==> src/rtl/segscan_decoder.sv <==
// Receive-side monitor for the multiplexed 7-segment bus; rebuilds 4-digit frames.
// Optional `lives` output enabled by defining SEGSCAN_LIVES_EN.
module segscan_decoder #(
   parameter int TIMEOUT = 1024
) (
   input  logic        segclk,
   input  logic        clr_n,
   input  logic [6:0]  seg_in,
   input  logic [3:0]  an_in,
   output logic [15:0] digits,
   output logic        frame_valid,
   output logic        seg_err,
   output logic        order_err,
   output logic        stale
`ifdef SEGSCAN_LIVES_EN
   ,
   output logic [1:0]  lives
`endif
);

   typedef enum logic [1:0] {
      WAIT_LEFT,
      GOT_L,
      GOT_ML,
      GOT_MR
   } state_t;

   localparam logic [3:0]  AN_L  = 4'b0111;
   localparam logic [3:0]  AN_ML = 4'b1011;
   localparam logic [3:0]  AN_MR = 4'b1101;
   localparam logic [3:0]  AN_R  = 4'b1110;
   localparam logic [3:0]  CODE_E = 4'hE;
   localparam logic [15:0] TO = 16'(TIMEOUT);

   logic [6:0]  seg_q;
   logic [3:0]  an_q;
   state_t      state_q, state_d;
   logic [15:0] cnt_q, cnt_d;
   logic [3:0]  left_q, left_d;
   logic [3:0]  ml_q, ml_d;
   logic [3:0]  mr_q, mr_d;
   logic [15:0] digits_q, digits_d;
   logic        fv_q, fv_d;
   logic        seg_err_q, seg_err_d;
   logic        oerr_q, oerr_d;
   logic        stale_q, stale_d;

   logic [3:0]  dec;
   logic        an_valid;
   logic        an_multi;
   logic        to_hit;
   logic        cap_l, cap_ml, cap_mr;
   logic        commit;
   logic        oerr_set;

   always_ff @(posedge segclk or negedge clr_n) begin
      if (!clr_n) begin
         seg_q <= 7'h7F;
         an_q  <= 4'hF;
      end else begin
         seg_q <= seg_in;
         an_q  <= an_in;
      end
   end

   always_comb begin
      dec = CODE_E;
      case (seg_q)
         7'b1000000: dec = 4'h0;
         7'b1001111: dec = 4'h1;
         7'b0100100: dec = 4'h2;
         7'b0110000: dec = 4'h3;
         7'b0011001: dec = 4'h4;
         7'b0010010: dec = 4'h5;
         7'b0000010: dec = 4'h6;
         7'b1111000: dec = 4'h7;
         7'b0000000: dec = 4'h8;
         7'b0010000: dec = 4'h9;
         7'b0000110: dec = 4'h3;
         7'b1111111: dec = 4'hF;
         default:    dec = CODE_E;
      endcase
   end

   always_comb begin
      an_valid = (an_q == AN_L) || (an_q == AN_ML) ||
                 (an_q == AN_MR) || (an_q == AN_R);
      an_multi = !an_valid && (an_q != 4'hF);
   end

   // Counter saturates at TIMEOUT; a valid anode always wins over expiry
   always_comb begin
      cnt_d = cnt_q;
      if (an_valid)
         cnt_d = '0;
      else if (cnt_q != TO)
         cnt_d = cnt_q + 16'd1;
      to_hit  = !an_valid && (cnt_d == TO);
      stale_d = stale_q;
      if (an_valid)
         stale_d = 1'b0;
      else if (to_hit)
         stale_d = 1'b1;
   end

   always_ff @(posedge segclk or negedge clr_n) begin
      if (!clr_n) begin
         state_q <= WAIT_LEFT;
      end else begin
         state_q <= state_d;
      end
   end

   always_comb begin
      state_d  = state_q;
      cap_l    = 1'b0;
      cap_ml   = 1'b0;
      cap_mr   = 1'b0;
      commit   = 1'b0;
      oerr_set = 1'b0;
      if (an_multi) begin
         oerr_set = 1'b1;
         state_d  = WAIT_LEFT;
      end else if (an_valid) begin
         unique case (state_q)
            WAIT_LEFT: begin
               if (an_q == AN_L) begin
                  cap_l   = 1'b1;
                  state_d = GOT_L;
               end
            end
            GOT_L: begin
               if (an_q == AN_L) begin
                  cap_l = 1'b1;
               end else if (an_q == AN_ML) begin
                  cap_ml  = 1'b1;
                  state_d = GOT_ML;
               end else begin
                  oerr_set = 1'b1;
                  state_d  = WAIT_LEFT;
               end
            end
            GOT_ML: begin
               if (an_q == AN_ML) begin
                  cap_ml = 1'b1;
               end else if (an_q == AN_MR) begin
                  cap_mr  = 1'b1;
                  state_d = GOT_MR;
               end else begin
                  oerr_set = 1'b1;
                  cap_l    = (an_q == AN_L);
                  state_d  = (an_q == AN_L) ? GOT_L : WAIT_LEFT;
               end
            end
            GOT_MR: begin
               if (an_q == AN_MR) begin
                  cap_mr = 1'b1;
               end else if (an_q == AN_R) begin
                  commit  = 1'b1;
                  state_d = WAIT_LEFT;
               end else begin
                  oerr_set = 1'b1;
                  cap_l    = (an_q == AN_L);
                  state_d  = (an_q == AN_L) ? GOT_L : WAIT_LEFT;
               end
            end
            default: state_d = WAIT_LEFT;
         endcase
      end else if (to_hit) begin
         state_d = WAIT_LEFT;
      end
   end

   always_comb begin
      left_d    = cap_l  ? dec : left_q;
      ml_d      = cap_ml ? dec : ml_q;
      mr_d      = cap_mr ? dec : mr_q;
      digits_d  = digits_q;
      seg_err_d = seg_err_q;
      fv_d      = commit;
      oerr_d    = oerr_q;
      if (commit) begin
         digits_d  = {left_q, ml_q, mr_q, dec};
         seg_err_d = (left_q == CODE_E) || (ml_q == CODE_E) ||
                     (mr_q == CODE_E) || (dec == CODE_E);
         oerr_d    = 1'b0;
      end else if (oerr_set) begin
         oerr_d = 1'b1;
      end
   end

   always_ff @(posedge segclk or negedge clr_n) begin
      if (!clr_n) begin
         cnt_q     <= '0;
         left_q    <= 4'hF;
         ml_q      <= 4'hF;
         mr_q      <= 4'hF;
         digits_q  <= 16'hFFFF;
         fv_q      <= 1'b0;
         seg_err_q <= 1'b0;
         oerr_q    <= 1'b0;
         stale_q   <= 1'b0;
      end else begin
         cnt_q     <= cnt_d;
         left_q    <= left_d;
         ml_q      <= ml_d;
         mr_q      <= mr_d;
         digits_q  <= digits_d;
         fv_q      <= fv_d;
         seg_err_q <= seg_err_d;
         oerr_q    <= oerr_d;
         stale_q   <= stale_d;
      end
   end

   assign digits      = digits_q;
   assign frame_valid = fv_q;
   assign seg_err     = seg_err_q;
   assign order_err   = oerr_q;
   assign stale       = stale_q;

`ifdef SEGSCAN_LIVES_EN
   logic [1:0] lives_q, lives_d;

   always_comb begin
      lives_d = lives_q;
      if (commit)
         lives_d = (left_q <= 4'd3) ? left_q[1:0] : 2'b00;
   end

   always_ff @(posedge segclk or negedge clr_n) begin
      if (!clr_n) begin
         lives_q <= 2'b00;
      end else begin
         lives_q <= lives_d;
      end
   end

   assign lives = lives_q;
`endif

endmodule

==> config.mk <==
export PLATFORM = sky130hd
export DESIGN_NAME = segscan_decoder
export DESIGN_NICKNAME = d
export VERILOG_FILES = /design/src/rtl/segscan_decoder.sv
export SDC_FILE = /design/constraint.sdc
export NUM_CORES = 1
export LEC_CHECK = 0
export CORE_UTILIZATION = 61
export CTS_CLUSTER_DIAMETER = 100
export DETAILED_ROUTE_END_ITERATION = 12
export GPL_TIMING_DRIVEN = 0
export HOLD_SLACK_MARGIN = 0.15
export PLACE_DENSITY_LB_ADDON = 0.25
export SLEW_MARGIN = 20
export SYNTH_ARGS = -nofsm -noshare
export SYNTH_HDL_FRONTEND = slang
export SYNTH_SLANG_ARGS = --single-unit
==> constraint.sdc <==
create_clock -name segclk -period 3.5 [get_ports segclk]
set_input_delay 0.7 -clock segclk [delete_from_list [all_inputs] [get_ports segclk]]
set_output_delay 0.7 -clock segclk [all_outputs]
set_load 0.1 [all_outputs]
### Word level (Yosys, flattened, before mapping)

Index checks and enable logic that the tools add are counted.
W data, S select, Z words.

* bits in read-only memories: 0
* logic and storage cells: 110
* bits of input ports: 13
* bits in writable memories: 0
* bits in latches: 0
* memories: 0
* flip-flop bits (word level): 61

* divide/modulo/power cells: 0
* bitwise logic cells: 0
* shifts and indexed selects: 0
* equal/unequal tests: 29
* add/subtract/negate cells: 1
* $lt $le $gt $ge: 0
* $mul: 0
* reduce and logical (&&, ||, !) cells: 17
* muxes and demuxes: 51

Operators by type and width (number)
* $pmux W4 S11: 1
* $mux W1: 34
* $mux W16: 2
* $eq A4 B4 Y1 const B: 7
* $eq A7 B7 Y1 const B: 4
* $eq A7 B5 Y1 const B: 3
* $ne A4 B4 Y1 const B: 5
* $mux W2: 9
* $add A16 B1 Y16 const B: 1
* $eq A16 B11 Y1 const B: 1
* $ne A16 B11 Y1 const B: 1
* $eq A7 B6 Y1 const B: 2
* $pmux W2 S4: 1
* $eq A7 B2 Y1 const B: 1
* $eq A7 B3 Y1 const B: 1
* $logic_not A7 Y1: 1
* $logic_or A1 B1 Y1: 6
* $pmux W1 S3: 2
* $reduce_and A5 Y1: 1
* $eq A2 B2 Y1 const B: 2
* $eq A4 B3 Y1 const B: 1
* $pmux W1 S2: 2
* $reduce_bool A2 Y1: 2
* $reduce_or A2 Y1: 2
* other kinds (5): 6

### Longest topological paths before layout

Gate-level depths: netlist of run 1.

* depth in word-level cells: 10
* depth in mapped cells: 8

### Least setup slack after synthesis of run 1

Ideal clock, no wire load.

* kind: flip-flop to flip-flop
* from: reg cnt_q[4]
* to: reg state_q[0]
* data arrival time: 1958 ps
* buffers on the path: 1
* path slack: 1407 ps
* setup time: 136 ps
* cell stages (with the launch flop): 8
* cells stage by stage: dfrtp_1 -> clkdlybuf4s15_2 -> nor4_1 -> nand4_1 -> mux2_2 -> nand4_1 -> nor4b_2 -> o21ai_0

* longest elaborated chain between the ends: 7
* elaborated cells between the ends (all ways): 8
* classes of those cells: add/sub (1); eq/ne (2); mux (2); reduce/logical (3)

RTL lines
* from (decl): RTL line 38 `logic [15:0] cnt_q, cnt_d;`
* from (signal assigned): RTL line 204 `cnt_q <= cnt_d;`
* $add A16 B1 Y16 / $ne A16 B11 Y1 (equally long branches): RTL line 97, 96
* $mux W16 *: RTL line 96 `else if (cnt_q != TO)`
* $mux W16 *: RTL line 94 `if (an_valid)`
* $eq A16 B11 Y1 *: RTL line 98 `to_hit = !an_valid && (cnt_d == TO);`
* $logic_and A1 B1 Y1 *: RTL line 98
* $reduce_bool A3 Y1 (no line) *
* $reduce_and A5 Y1 (no line) *
* to (signal assigned): RTL line 110 `state_q <= state_d;`
* to (decl): RTL line 37 `state_t state_q, state_d;`

Every way passes the cells marked *; elsewhere a longest branch is shown, timed or not.
A chain may end at the register's enable or synchronous reset.

### Worst setup path after layout of run 1

* from: reg digits_q[15] (netlist: digits[15])
* to: out digits[15]

RTL lines
* from (decl): RTL line 42 `logic [15:0] digits_q, digits_d;`
* from (signal assigned): RTL line 208 `digits_q <= digits_d;`
* to (decl): RTL line 10 `output logic [15:0] digits,`

No word-level cell between the ends.

==> results.toml, run 1 <==
[sta]
setup_tns_ns = 0
final.period_utilization = 0.7772
tightestPinTransition_ns = 0.9998
setup-violations-final = 0
fmax_mhz = 367.6
hold_violations = 0
rsz0062_at_grt = "false"
finalClockSkew_ns = 0.007832
fin_crit_ns = 2.720
maxSlewViolCount = 0
slew_headroom = 0.3314

[run_status]
outcome = "finished clean"

[yosys]
synth-main-ff-cell = "dfstp_2"
synth_enable_flop_cells = 0
synthArstFlopShare = 1.000
syn_area_per_cell_sq_um = 10.17
ys_ff_latch = 61
ys_warn_count = 0
synth_cells = 313
syn-num-nets = 333
yosysUniqueCellTypes = 60
seq_area_frac_synth = 0.4947
netlist_area_sq_um = 3184

[power_and_ir_drop]
pwr-share-seq = 0.509
ir_drop_v = 0.0003096
combPwrFrac = 0.149
pwr-share-clk = 0.342
power_per_cell_area_nw_per_um2 = 426.7
power.switching_mw = 0.4583
totalPowerFinal_mw = 1.606
swShare = 0.2854
p_leak_nw = 1.490
p_int_mw = 1.148

[flow_run]
maxCapViolCount = 0

[placed_design]
place_hpwl_microns = 4656
port-buffer-count = 32
gp_congestion = 0.9892

[floorplan]
die_y_microns = 74.25
rows = 25
fp.dieW_microns = 74.25
core_sq_um = 4880
die_area_sq_um = 5513
ios = 33
start_util = 0.6526

[cts]
cts.sinks = 61
cts_max_level = 3
clock_path_buffers = 2
clkTransAtPathRegs_ns = 0.07
postCtsSetupBuffers = 0
cts_buffers = 9
cts_root_buf = "clkbuf_8"
cts_tree = "built"
clock_latency_ns = 0.34
cts_resized = 0
holdBufCountCts = 0

[final_layout]
antennaDiodeCount = 0
syn_to_final_growth_pct = 18.19
drive_above_1_share = 0.2382
fin_nets = 376

[routing]
dr.pass1.iters = 4
route.final.wire_length_microns = 6778
viasPerCell = 5.956
drc = 0
via_count = 2549
drt.antenna.violating_nets = 0
wl_per_cell_microns = 15.84
drtIter0Drc = 180

[setup_path]
worstPathMaxFanout = 2
critPathSlowestCell = "clkdlybuf4s50_1"
worst-path-buf-inv = 1
end_kind = "output port"
critical_path_arrival_ns = 2.02
critPathTopFamily = "buffers and inverters"
path_cells = "clkdlybuf4s50_1"
r2r_slack_ns = 1.05
cp.required_ns = 2.80
start_kind = "flop"
slowest_delay_ns = 1.15
criticalPathCategory = "reg2out"

[global_routing]
grt_overflow = 0
grt_first_pass_wirelength_microns = 11200
grt_max_degree = 62
grt_pass1_vias = 2427
grt_usage = 0.2747
antenna_found_initial = 0

[min_path]
hp-class = "in2async"
Yosys cell counts, drive strengths merged, types with 3 or more instances:
cell type	n	share of area
nand3b	3	0.0071
inv	8	0.0094
o22ai	3	0.0059
a21oi	22	0.036
dfrtp	22	0.17
ha	7	0.028
mux2	13	0.046
nor2b	3	0.0059
clkbuf	12	0.024
nor3b	3	0.0071
dfstp	39	0.32
nand4b	5	0.014
nor4b	3	0.010
o21ai	23	0.036
xnor2	5	0.014
nor4	5	0.0098
nand3	10	0.017
nand4	8	0.020
buf	3	0.0055
xor2	8	0.022
nor2	37	0.044
nor3	6	0.011
and4b	4	0.013
nand2	27	0.032
power groups by stage:
stage	Clock [mW]	Sequential [mW]	Combinational [mW]
global route	0.592	0.822	0.266
floorplan	0	0.815	0.167
CTS	0.563	0.815	0.237
detailed placement	0	0.825	0.234
finish	0.550	0.817	0.239
global placement	0	0.824	0.226
per-layer routing:
layer | wire length [microns] | track usage | vias up
met2 | 3431 | 0.4535 | 80
met1 | 2964 | 0.3607 | 1245
li1 | - | - | 1214
met3 | 287 | 0.06098 | 10
met5 | 0 | 0 | -
met4 | 94 | 0.09644 | 0
area by class of cell:
cell class,count,area (sq um)
sequential,61,1575
multi-input combinational,228,1475
fill,340,1116
timing repair buffer,32,317.8
clock buffer,11,141.4
buffer,16,103.9
tap,67,83.83
clock inverter,5,36.28
inverter,8,30.03
logic make-up (layout without fill, tap and decap cells):
| kind of cell | Yosys count | after routing | share of synthesized area |
|---|---|---|---|
| and+or+nand+nor | 125 | 125 | 0.2173 |
| AOI/OAI and AO/OA | 69 | 69 | 0.1336 |
| DFF | 61 | 61 | 0.4947 |
| buffers and inverters | 24 | 72 | 0.04204 |
| muxes | 14 | 14 | 0.04912 |
| xor gates and xnor gates | 13 | 13 | 0.03576 |
| adders and majority gates | 7 | 7 | 0.02750 |
registers in the layout, indices dropped and copies added, names as in the netlist, 2 cells and up:
signal / count
cnt_q: 16
an_q: 4
mr_q: 4
digits: 16
ml_q: 4
left_q: 4
state_q: 2
seg_q: 7
path summary, 6_finish.rpt:
kind | from | end | depth (start not counted)
min | clr_n | cnt_q[12] | 1
max reg2reg | cnt_q[4] | state_q[0] | 7
min in group segclk | digits[2] | digits[2] | 2
min reg2reg | digits[2] | digits[2] | 2
max in group asynchronous | clr_n | cnt_q[10] | 1
max | digits[15] | digits[15] | 1
per-stage QoR:
step	instance area [sq um]	hold WS (ns)	instances	utilization	setup slack, ns
2_1_floorplan	3184	0.4044	313	-	1.407
3_3_place_gp	3588	0.4661	412	0.7354	-0.03284
3_5_place_dp	3586	0.4712	412	0.7349	1.068
4_1_cts	3764	0.4501	428	0.7713	0.7636
5_1_grt	3764	0.4892	428	0.7713	0.7419
6_report	3764	0.4439	428	0.7713	0.7799
placed cells by master, fill, tap and decap left out, types with 3 or more instances in the layout:
cell             synthesis  routed
dfstp_2                 39      39
nor2_1                  37      37
clkdlybuf4s50_1          0      31
nand2_1                 27      27
o21ai_0                 23      23
dfrtp_1                 22      22
a21oi_1                 21      21
clkbuf_8                 3      13
mux2_2                  13      13
clkbuf_1                 9      10
nand3_1                  9       9
inv_1                    8       8
xor2_1                   8       8
nand4_1                  7       7
ha_1                     7       7
nor4_1                   5       5
xnor2_1                  5       5
nand4b_1                 5       5
nor3_1                   5       5
and4b_1                  3       3
nor3b_1                  3       3
nand3b_1                 3       3
o22ai_1                  3       3
nor2b_1                  3       3
clkinvlp_4               0       3
(Power assumes the default switching activity.)
==> run 2, diff against run 1 <==
Settings changed: CORE_UTILIZATION 61 to 51.
Clock period 3.5 ns to 2.4 ns, I/O delays scaled along.
==> run 2 against run 1 <==
Die area is 19% higher; critical path depth stayed put; count of clock-buffer cells in the layout is 2 lower; sequential power is 47% higher; total power is 76% higher; clock power is 130% higher; clock skew is 0.0015 ns higher; critical path type unchanged; largest cell class unchanged; highest routed layer unchanged.
==> results.toml, run 2 (synthesis gave the netlist of run 1 again) <==
[run_status]
outcome = "finished clean"

[power_and_ir_drop]
p_leak_nw = 1.673
power_per_cell_area_nw_per_um2 = 712.5
ir_drop_v = 0.0004249

[final_layout]
final-seq-area_sq_um = 1577
drive_above_1_share = 0.2690
syn_to_final_growth_pct = 24.68
fin_nets = 383
multi_input_area_sq_um = 1528
fin_area_sq_um = 3970
final_cell_mix = "dfstp_2 (39), nor2_1 (37), nand2_1 (27), o21ai_0 (22)"
antennaDiodeCount = 0
instances_no_fill = 443
fill_cells = 486
layout_commonest_cell = "dfstp_2"

[flow_run]
maxCapViolCount = 0

[setup_path]
end_kind = "output port"
worstPathMaxFanout = 3
critPathTopFamily = "buffers and inverters"
critPathSlowestCell = "clkdlybuf4s50_1"
path_cells = "clkdlybuf4s50_1"
critical_path_arrival_ns = 1.86
start_kind = "flop"
worst-path-buf-inv = 1
slowest_delay_ns = 1.14
criticalPathCategory = "reg2out"
cp.required_ns = 1.92

[cts]
cts_tree = "built"
clock_latency_ns = 0.34
cts_buffers = 9
cts_max_level = 3
clkTransAtPathRegs_ns = 0.08
cts.sinks = 61
cts_root_buf = "clkbuf_8"
clock_path_buffers = 2

[global_routing]
grt_max_degree = 41
grt_pass1_vias = 2313
antenna_found_initial = 0
grt_first_pass_wirelength_microns = 10940
grt_overflow = 0
grt_usage = 0.2194

[placed_design]
place_inst = 421
port-buffer-count = 32
place_hpwl_microns = 4569
dpl_cell_area_sq_um = 3616
gp_congestion = 0.8638

[floorplan]
rows = 28
fp.dieW_microns = 81.02
die_area_sq_um = 6563
core_sq_um = 5956
start_util = 0.5347
ios = 33
die_y_microns = 81.02

[routing]
drt-met1-wl_microns = 2995
wl_met2_microns = 3298
drt.antenna.violating_nets = 0
dr.pass1.iters = 4
drtIter0Drc = 100
wl_per_cell_microns = 15.19
top_layer = "met4"
viasPerCell = 5.826
via_count = 2581
drc = 0
route.final.wire_length_microns = 6731
wl_met3_microns = 259

[sta]
finalClockSkew_ns = 0.009311
setup_tns_ns = 0
tightestPinTransition_ns = 0.9672
setup-violations-final = 0
fin_crit_ns = 2.343
slew_headroom = 0.3532
final.period_utilization = 0.9761
hold_violations = 0
fmax_mhz = 426.9
rsz0062_at_grt = "false"
maxSlewViolCount = 0

[min_path]
hp-class = "reg2reg"
## run 2: cell types whose count changed in the layout (fill, tap and decap cells not counted), moves of 3 or more
cell and change:
clkinvlp_4 -3, dlygate4sd2_1 +16, clkdlybuf4s50_1 -16, bufinv_16 +4
buf_4 +6
## run 2: area by class of cell
class,instances,share of cell area
Buffer,15,0.02490
Clock buffer,9,0.03120
Clock inverter,7,0.03687
Inverter,8,0.007564
Multi-Input combinational cell,228,0.3848
Sequential cell,61,0.3971
Tap cell,75,0.02364
Timing Repair Buffer,40,0.09392
## run 2: layer usage
layer,track usage,up-vias
met5,0,-
met3,0.03933,20
met4,0.1071,0
met1,0.2881,1267
met2,0.3487,68
li1,-,1226
## run 2: final timing paths
kind	startpoint	end	slack, ns	depth (start not counted)
hold reg to reg	digits[3]	digits[3]	0.48	2
max in group asynchronous	clr_n	seg_q[2]	1.29	3
setup reg to reg	an_q[1]	state_q[1]	0.15	7
setup / recovery	order_err	order_err	0.06	1
hold / removal	digits[3]	digits[3]	0.48	2
min in group asynchronous	clr_n	order_err	0.56	2
## run 2: power breakdown
part	internal, mW	switching (mW)
clock	0.802	0.434
sequential	1.12	0.0711
combinational	0.184	0.214
total	2.11	0.719
## run 2: metrics by stage
step / hold WS, ns / power [mW] / utilization / setup WS [ns]
after floorplan: 0.1844 / 1.431 / - / 0.3070
after global placement: 0.4714 / 1.533 / 0.6042 / -1.001
after detailed placement: 0.3872 / 1.550 / 0.6071 / 0.003175
after CTS: 0.4843 / 2.793 / 0.6519 / 0.01323
after global routing: 0.5253 / 2.956 / 0.6666 / 0.004637
final: 0.4801 / 2.829 / 0.6666 / 0.05736
## run 2: timing repair
| item | in CTS | in global routing |
|---|---|---|
| hold buffers | 1 | 0 |
| pin swaps | 0 | 3 |
| buffers inserted | 0 | 6 |
| endpoints found under the hold margin | 1 | 0 |
| cloned | 0 | 0 |
| endpoints found under the setup margin | 17 | 7 |
| resized for setup | 17 | 9 |
